### config.mk
export PLATFORM = sky130hd
export DESIGN_NAME = fft_mag_stream
export DESIGN_NICKNAME = d
export VERILOG_FILES = /design/src/rtl/fft_mag_stream.sv
export SDC_FILE = /design/constraint.sdc
export NUM_CORES = 1
export LEC_CHECK = 0
export ABC_AREA = 1
export BUFFER_PORTS_ARGS = -buffer_cell sky130_fd_sc_hd__buf_2
export CAP_MARGIN = 20
export CORE_MARGIN = 1.5
export CORE_UTILIZATION = 60
export CTS_BUF_LIST = sky130_fd_sc_hd__clkbuf_2
export DETAILED_ROUTE_END_ITERATION = 16
export PLACE_DENSITY = 0.81
export SKIP_LAST_GASP = 1
export SLEW_MARGIN = 20
export SYNTH_ARGS = -nofsm -noshare
export SYNTH_HDL_FRONTEND = slang
export SYNTH_SLANG_ARGS = --single-unit
### constraint.sdc
create_clock -name clk -period 2.64 [get_ports clk]
set_input_delay 0.132 -clock clk [delete_from_list [all_inputs] [get_ports clk]]
set_output_delay 0.132 -clock clk [all_outputs]
set_load 0.005 [all_outputs]
### src/rtl/fft_mag_stream.sv
// fft_mag_stream: streams FFT bins to the pitch detector as approximate
// magnitudes |X| ~= max + min/4 + min/8, tagged with bin index and frame end.
// Ports: clk/resetn (sync, active-low), fft_npoint (128/256/else 512),
//   s_tvalid/s_tready/s_tdata_re/s_tdata_im/s_tlast input stream,
//   mag_valid/magnitude/point_index/mag_last/frame_err output beats,
//   frame_count completed-frame counter (wraps).
module fft_mag_stream #(
  parameter int FRAME_CNT_W = 16
) (
  input  logic                   clk,
  input  logic                   resetn,
  input  logic [9:0]             fft_npoint,
  input  logic                   s_tvalid,
  output logic                   s_tready,
  input  logic [15:0]            s_tdata_re,
  input  logic [15:0]            s_tdata_im,
  input  logic                   s_tlast,
  output logic                   mag_valid,
  output logic [15:0]            magnitude,
  output logic [9:0]             point_index,
  output logic                   mag_last,
  output logic                   frame_err,
  output logic [FRAME_CNT_W-1:0] frame_count
);

  typedef enum logic {RUN, RESYNC} state_t;

  state_t      r_state;
  logic [9:0]  r_in_idx;
  logic [9:0]  r_nlast_q;

  logic        r0_v, r0_last, r0_err;
  logic [15:0] r0_re, r0_im;
  logic [9:0]  r0_idx;

  logic        r1_v, r1_last, r1_err;
  logic [15:0] r1_a, r1_b;
  logic [9:0]  r1_idx;

  logic        r2_v, r2_last, r2_err;
  logic [15:0] r2_mx, r2_mn;
  logic [9:0]  r2_idx;

  logic [9:0]  w_dec_nlast;
  logic [9:0]  w_nlast;
  logic        w_acc;
  logic        w_at_end;
  logic [16:0] w_sum;

  function automatic logic [15:0] abs16(input logic [15:0] x);
    if (x == 16'h8000) return 16'h7fff;
    else if (x[15]) return 16'(-x);
    else return x;
  endfunction

  always_comb begin
    w_dec_nlast = 10'd511;
    case (fft_npoint)
      10'd128: w_dec_nlast = 10'd127;
      10'd256: w_dec_nlast = 10'd255;
      default: w_dec_nlast = 10'd511;
    endcase
  end

  // The first beat of a frame uses the length being latched on that beat.
  assign w_nlast  = (r_in_idx == 10'd0) ? w_dec_nlast : r_nlast_q;
  assign w_acc    = s_tvalid && s_tready;
  assign w_at_end = (r_in_idx == w_nlast);

  // Frame tracking and input capture
  always_ff @(posedge clk) begin
    if (!resetn) begin
      r_state     <= RUN;
      r_in_idx    <= '0;
      r_nlast_q   <= 10'd511;
      s_tready    <= 1'b0;
      frame_count <= '0;
      r0_v        <= 1'b0;
      r0_re       <= '0;
      r0_im       <= '0;
      r0_idx      <= '0;
      r0_last     <= 1'b0;
      r0_err      <= 1'b0;
    end else begin
      s_tready <= 1'b1;
      r0_v     <= 1'b0;
      if (w_acc) begin
        unique case (r_state)
          RUN: begin
            r0_v   <= 1'b1;
            r0_re  <= s_tdata_re;
            r0_im  <= s_tdata_im;
            r0_idx <= r_in_idx;
            if (r_in_idx == 10'd0) r_nlast_q <= w_dec_nlast;
            if (w_at_end || s_tlast) begin
              r0_last     <= 1'b1;
              r0_err      <= !(w_at_end && s_tlast);
              r_in_idx    <= '0;
              frame_count <= frame_count + 1'b1;
              if (w_at_end && !s_tlast) r_state <= RESYNC;
            end else begin
              r0_last  <= 1'b0;
              r0_err   <= 1'b0;
              r_in_idx <= r_in_idx + 10'd1;
            end
          end
          RESYNC: begin
            if (s_tlast) begin
              r_state  <= RUN;
              r_in_idx <= '0;
            end
          end
          default: r_state <= RUN;
        endcase
      end
    end
  end

  // Stage 1: absolute values
  always_ff @(posedge clk) begin
    if (!resetn) begin
      r1_v    <= 1'b0;
      r1_a    <= '0;
      r1_b    <= '0;
      r1_idx  <= '0;
      r1_last <= 1'b0;
      r1_err  <= 1'b0;
    end else begin
      r1_v    <= r0_v;
      r1_a    <= abs16(r0_re);
      r1_b    <= abs16(r0_im);
      r1_idx  <= r0_idx;
      r1_last <= r0_last;
      r1_err  <= r0_err;
    end
  end

  // Stage 2: max / min ordering
  always_ff @(posedge clk) begin
    if (!resetn) begin
      r2_v    <= 1'b0;
      r2_mx   <= '0;
      r2_mn   <= '0;
      r2_idx  <= '0;
      r2_last <= 1'b0;
      r2_err  <= 1'b0;
    end else begin
      r2_v    <= r1_v;
      r2_mx   <= (r1_a >= r1_b) ? r1_a : r1_b;
      r2_mn   <= (r1_a >= r1_b) ? r1_b : r1_a;
      r2_idx  <= r1_idx;
      r2_last <= r1_last;
      r2_err  <= r1_err;
    end
  end

  // Peak is 32767 + 8191 + 4095 = 45053, so the 16-bit slice is exact.
  assign w_sum = 17'(r2_mx) + 17'(r2_mn >> 2) + 17'(r2_mn >> 3);

  // Stage 3: registered output beat, tags zeroed on idle cycles
  always_ff @(posedge clk) begin
    if (!resetn) begin
      mag_valid   <= 1'b0;
      magnitude   <= '0;
      point_index <= '0;
      mag_last    <= 1'b0;
      frame_err   <= 1'b0;
    end else begin
      mag_valid   <= r2_v;
      magnitude   <= r2_v ? w_sum[15:0] : 16'd0;
      point_index <= r2_v ? r2_idx : 10'd0;
      mag_last    <= r2_v && r2_last;
      frame_err   <= r2_v && r2_err;
    end
  end

endmodule

==> impl_metrics.tcl, run 1 <==
set metrics [dict create \
    status "complete, no violations" \
    p_leak_nw 5.12 \
    grt_use_total_pct 26.6 \
    cts_tree "yes" \
    io_pins 92 \
    synth.distinct_cells 40 \
    ys_ff_latch 200 \
    grt_pass1_vias 7575 \
    min_path_type "in -> reg" \
    regToRegSetupSlack_ns 0.15 \
    fp.dieH_um 126 \
    area_growth_syn_to_layout_pct 18.0 \
    cts_root_buf "clkbuf_2" \
    min_period_over_period_pct 94.3 \
    drive_gt1_share_pct 12.1 \
    maxSlewViolCount 0 \
    path_class "reg -> reg" \
    grt_max_degree 65 \
    core-area_mm2 0.0146 \
    drc_errors 0 \
    cp-start-kind "flop" \
    cp_data_arrival_time_ns 3.25 \
    dieArea_mm2 0.0159 \
    numCtsBuffers 17 \
    syn_inst 1204 \
    firstDrtPassIters 10 \
    synth.area.mux_share_pct 0 \
    ff2ff_path_depth 7 \
    grt_pass1_wl_mm 34.5 \
    p_per_area_mw_per_mm2 636 \
    multi_input_area_mm2 0.00418 \
    synth_compound_area_share_pct 14.0 \
    relSlewSlack_pct 57.3 \
    final_cell_area_mm2 0.0107 \
    yosysTopAreaCellShare_pct 44.1 \
    critPathLaunch "r_state$_SDFFE_PN0P_" \
    post_drt_wl_per_cell_um 13.2 \
    synth_top_area_cell "dfxtp_1" \
    synth.net_count 1302 \
    antenna_found_initial 1 \
    critPathCaptureType "flop" \
    rows 44 \
    synth_top_family_by_area "simple AND/OR/NAND/NOR gates" \
    tightest_slew_ns 0.640 \
    yosys_warnings 0 \
    gr-total-overflow 0 \
    syn_avg_cell_area_um2 7.54 \
    rsz0062_at_grt "false" \
    cts_sinks 200 \
    routed_via_density 5.33 \
    vias 8276 \
    fmax_ghz 0.402 \
    async_reset_ff_share_pct 0 \
    synthFlopType "dfxtp_1" \
    clk_pin_slew_worst_paths_ns 0.31 \
    synthAdderAreaFrac_pct 8.33 \
    setup-violations-final 0 \
    yosysSeqAreaShare_pct 44.1 \
    endpoint "r0_im[14]$_SDFFE_PN0P_" \
    tns_ns 0 \
    htreeDepth 4 \
    seq_area_mm2 0.00400 \
    final_nets 1453 \
    place_hpwl_mm 12.8 \
    r2r_end "r0_im[14]$_SDFFE_PN0P_" \
    critPathRequiredTime_ns 3.40 \
    cts.path.max_buffers 2 \
    place_congestion 0.904 \
    hold_viol 0 \
    clk_latency_ns 0.78 \
    placed_cell_area_mm2 0.00968 \
    drt-initial-drc-count 660 \
    synth_xor_area_share_pct 1.06 \
    fin_crit_ns 2.49 \
    vdd_drop_max_v 0.000381 \
    skew_ns 0.0379 \
    fillers 1151 \
    synth_common_cells "213 x nand2_1, 200 x dfxtp_1, 183 x inv_1" \
    maxCapViolCount 0 \
    postCtsSetupRepairBufs 0 \
    ant_nets 0 \
    synth_simple_gate_area_share_pct 22.5 \
    cp_max_fo 64 \
    io_buffers 91 \
    synth.area.top_cells "dfxtp_1 44%, nand2_1 8.8%, inv_1 7.6%, a21oi_1 6.6%, nor2_1 5.3%" \
    die_w_um 126 \
    start_util_pct 62.0 \
    yosysMostFrequentCell "nand2_1" \
    synth_edf_count 0 \
    netlist_area_mm2 0.00908 \
    reg2reg_from "r_state$_SDFFE_PN0P_" \
    worstHoldStart "s_tvalid" \
    wirelength_mm 20.5 \
]
[layer usage]
layer	GRT usage, %	part of all wire, %	vias to the layer above	routed length (um)
met5	0	0	-	0
met1	34.5	44	3718	9080
met3	5.10	6.4	51	1310
met2	44.8	47	345	9630
met4	8.92	2.2	0	454
li1	-	-	4162	-
[per-stage QoR]
step / power [mW] / worst slack [ns] / hold WS, ns / std cells / util (%)
6_report: 6.81 / 0.152 / 0.246 / 1553 / 73.1
5_1_grt: 7.28 / 0.00807 / 0.189 / 1553 / 73.1
4_1_cts: 6.79 / 0.158 / 0.169 / 1552 / 73.0
3_5_place_dp: 5.24 / 0.211 / 0.398 / 1445 / 66.1
3_3_place_gp: 5.19 / 0.294 / 0.394 / 1445 / 66.1
2_1_floorplan: 4.85 / 0.464 / 0.160 / 1204 / -
[cell families after synthesis]
group | count (synthesis)
compound gates | 236
flops | 200
simple gates | 472
xor+xnor | 11
buf+inv | 233
fa+ha+maj | 52
[power breakdown]
part           internal, mW  leakage [nW]  switching, mW  total [mW]
Sequential             3.25          1.63          0.142        3.40
Clock                 0.327         0.151           1.15        1.47
Combinational         0.769          3.34           1.18        1.95
[worst min-delay path by stage]
stage	end	slack [ns]	depth (start not counted)
global placement	r2_idx[0]$_SDFF_PN0_	0.39	2
CTS	r0_v$_SDFF_PN0_	0.17	4
detailed placement	r2_idx[7]$_SDFF_PN0_	0.40	2
global route	r0_v$_SDFF_PN0_	0.19	4
finish	r0_v$_SDFF_PN0_	0.25	4
floorplan	s_tready$_DFF_P_	0.16	0
[layout make-up]
type / instances / area share, %
Multi-Input combinational cell: 771 / 39.0
Sequential cell: 200 / 37.4
Timing Repair Buffer: 178 / 12.4
Inverter: 187 / 6.56
Tap cell: 184 / 2.15
Clock inverter: 15 / 1.68
Clock buffer: 17 / 0.795
Antenna cell: 1 / 0.0234
[repair_timing]
| item | in CTS | in global routing |
|---|---|---|
| hold endpoints to repair | 162 | 0 |
| gates resized for setup | 0 | 2 |
| hold buffers | 75 | 0 |
| setup endpoints to repair | 0 | 2 |
[cells in the final DEF (no fill, tap or decap), drive strengths merged]
master,netlist,routed
nand4,9,9
nor4,2,2
o22ai,7,7
a21o,1,1
nand2,216,216
o21bai,1,1
and3,1,1
fa,14,14
o21a,6,6
dfxtp,200,200
nor3,15,15
dlygate4sd3,0,75
xor2,9,9
or2,2,2
a31oi,14,14
o31ai,2,2
clkinvlp,0,1
buf,23,103
inv,187,193
o21ai,73,73
nand3b,3,3
clkinv,0,8
nor2,138,138
a211oi,1,1
nand3,86,86
ha,38,38
a221oi,1,1
xnor2,2,2
clkbuf,23,17
a22oi,10,10
diode,0,1
a21oi,120,120
[critical path: stages (launching register included)]
cell	delay [ns]
dfxtp_1	0.45
inv_1	0.08
nand3_2	0.10
buf_6	0.34
o21ai_0	0.17
dlygate4sd3_1	0.63
nor2_1	0.10
dlygate4sd3_1	0.56
[state kept, by name, summed over array words and instances, names as in the netlist, 10 cells and up]
register and flops:
r0_im 16, r2_mn 14, r_nlast_q 10, point_index 10
r1_idx 10, r2_mx 16, magnitude 16, r0_re 16
r1_b 16, frame_count 16, r2_idx 10, r0_idx 10
r_in_idx 10, r1_a 16
Note: power is estimated with default switching activity, not from simulation.
==> run 2, diff against run 1 <==
- CORE_UTILIZATION: 60 -> 55
- PLACE_DENSITY: 0.81 -> 0.75
==> run 2 against run 1 <==
Against the previous run: clock-buffer cell count is the same; die area is 8.9% higher; cell count grew 2.1%; non-clock buffer count up 1; critical path depth did not move; combinational power decreased by 2%; highest routed layer unchanged; setup slack better by 0.050 ns; via count fell by 4.5%.
==> impl_metrics.tcl, run 2 (synthesized netlist as in run 1, its figures left out) <==
set metrics [dict create \
    vdd_drop_max_v 0.000311 \
    place_congestion 0.924 \
    drt-initial-drc-count 332 \
    min_path_type "in -> reg" \
    die_w_um 131 \
    setup-violations-final 0 \
    io_buffers 91 \
    rows 46 \
    regToRegSetupSlack_ns 0.20 \
    maxSlewViolCount 0 \
    relSlewSlack_pct 59.4 \
    drc_errors 0 \
    cts_root_buf "clkbuf_2" \
    tightest_slew_ns 0.608 \
    area_growth_syn_to_layout_pct 18.8 \
    p_per_area_mw_per_mm2 637 \
    place_hpwl_mm 12.7 \
    wirelength_mm 19.2 \
    min_period_over_period_pct 92.3 \
    core-area_mm2 0.0160 \
    p_leak_nw 5.14 \
    fillers 1400 \
    pre_cts_slack_ns 0.198 \
    hold_depth 4 \
    fin_crit_ns 2.44 \
    cp_max_fo 64 \
    worst_hold_slack_ns 0.261 \
    grt_pass1_wl_mm 32.3 \
    clk_pin_slew_worst_paths_ns 0.33 \
    rsz0062_at_grt "false" \
    grt_use_total_pct 22.5 \
    routed_via_density 4.98 \
    fp.dieH_um 131 \
    mostFrequentLayoutCells "213 x nand2_1, 199 x dfxtp_1, 183 x inv_1" \
    dieArea_mm2 0.0173 \
    antenna_found_initial 1 \
    layout.cells.non_filler 1586 \
    hold_viol 0 \
    final_common_cell "nand2_1" \
    grt_max_degree 114 \
    final_nets 1454 \
    start_util_pct 56.7 \
    status "complete, no violations" \
    htreeDepth 4 \
    cts_sinks 200 \
    io_pins 92 \
    firstDrtPassIters 4 \
    critPathRequiredTime_ns 3.37 \
    grt_pass1_vias 7035 \
    cp-start-kind "flop" \
    skew_ns 0.0542 \
    power_mw 6.87 \
    clk_latency_ns 0.78 \
    cts.path.max_buffers 2 \
    gr-total-overflow 0 \
    dp_cells 1476 \
    drive_gt1_share_pct 12.1 \
    ff2ff_path_depth 7 \
    numCtsBuffers 17 \
    post_drt_wl_per_cell_um 12.1 \
    vias 7900 \
    tns_ns 0 \
    finalWorstSetupSlack_ns 0.202 \
    ant_nets 0 \
    maxCapViolCount 0 \
    critPathCaptureType "flop" \
    cts_tree "yes" \
    path_class "reg -> reg" \
    cp_data_arrival_time_ns 3.16 \
    fmax_ghz 0.410 \
]
run 2: cell type report:
class                           instances  area (um2)  area share [%]
Inverter                              187         702            6.51
Sequential cell                       200        4010            37.2
Tap cell                              216         270            2.51
Timing Repair Buffer                  179        1340            12.4
Clock inverter                         15         196            1.82
Clock buffer                           17        85.1           0.789
Antenna cell                            1        2.50          0.0232
Multi-Input combinational cell        771        4180            38.8
run 2: where the power goes:
part           total, mW  switching, mW  internal (mW)
clock network       1.56           1.13          0.423
logic               1.91           1.15          0.768
registers           3.40          0.141           3.25
total               6.87           2.42           4.44
run 2: layer usage:
layer / part of all wire, % / global-route usage (%)
met5: 0 / 0
met2: 45 / 35.3
met1: 50 / 31.1
met3: 4.0 / 3.74
met4: 1.5 / 8.52
run 2: repair_timing:
action	in CTS	in global routing
resized for setup	0	3
endpoints found under the hold margin	146	0
hold buffers	77	0
setup endpoints to repair	0	7
setup buffers	0	0
run 2: path summary, 6_finish.rpt:
| check | startpoint | end |
|---|---|---|
| max reg2reg | r_state$_SDFFE_PN0P_ | r0_im[14]$_SDFFE_PN0P_ |
| max | r_state$_SDFFE_PN0P_ | r0_im[14]$_SDFFE_PN0P_ |
| min | s_tvalid | r0_v$_SDFF_PN0_ |
| min reg2reg | r2_idx[1]$_SDFF_PN0_ | point_index[1]$_SDFF_PN0_ |
run 2: stage by stage:
stage | instance area, um2 | utilization [%]
detailed placement | 9710 | 60.7
global placement | 9710 | 60.7
finish | 10800 | 67.4
global route | 10800 | 67.4
CTS | 10800 | 67.3
floorplan | 9080 | -
run 2: worst max-delay path, stage by stage (launching register included):
cell           delay, ns
dfxtp_1             0.45
inv_1               0.08
nand3_2             0.10
buf_6               0.34
o21ai_0             0.15
dlygate4sd3_1       0.60
nor2_1              0.10
dlygate4sd3_1       0.56
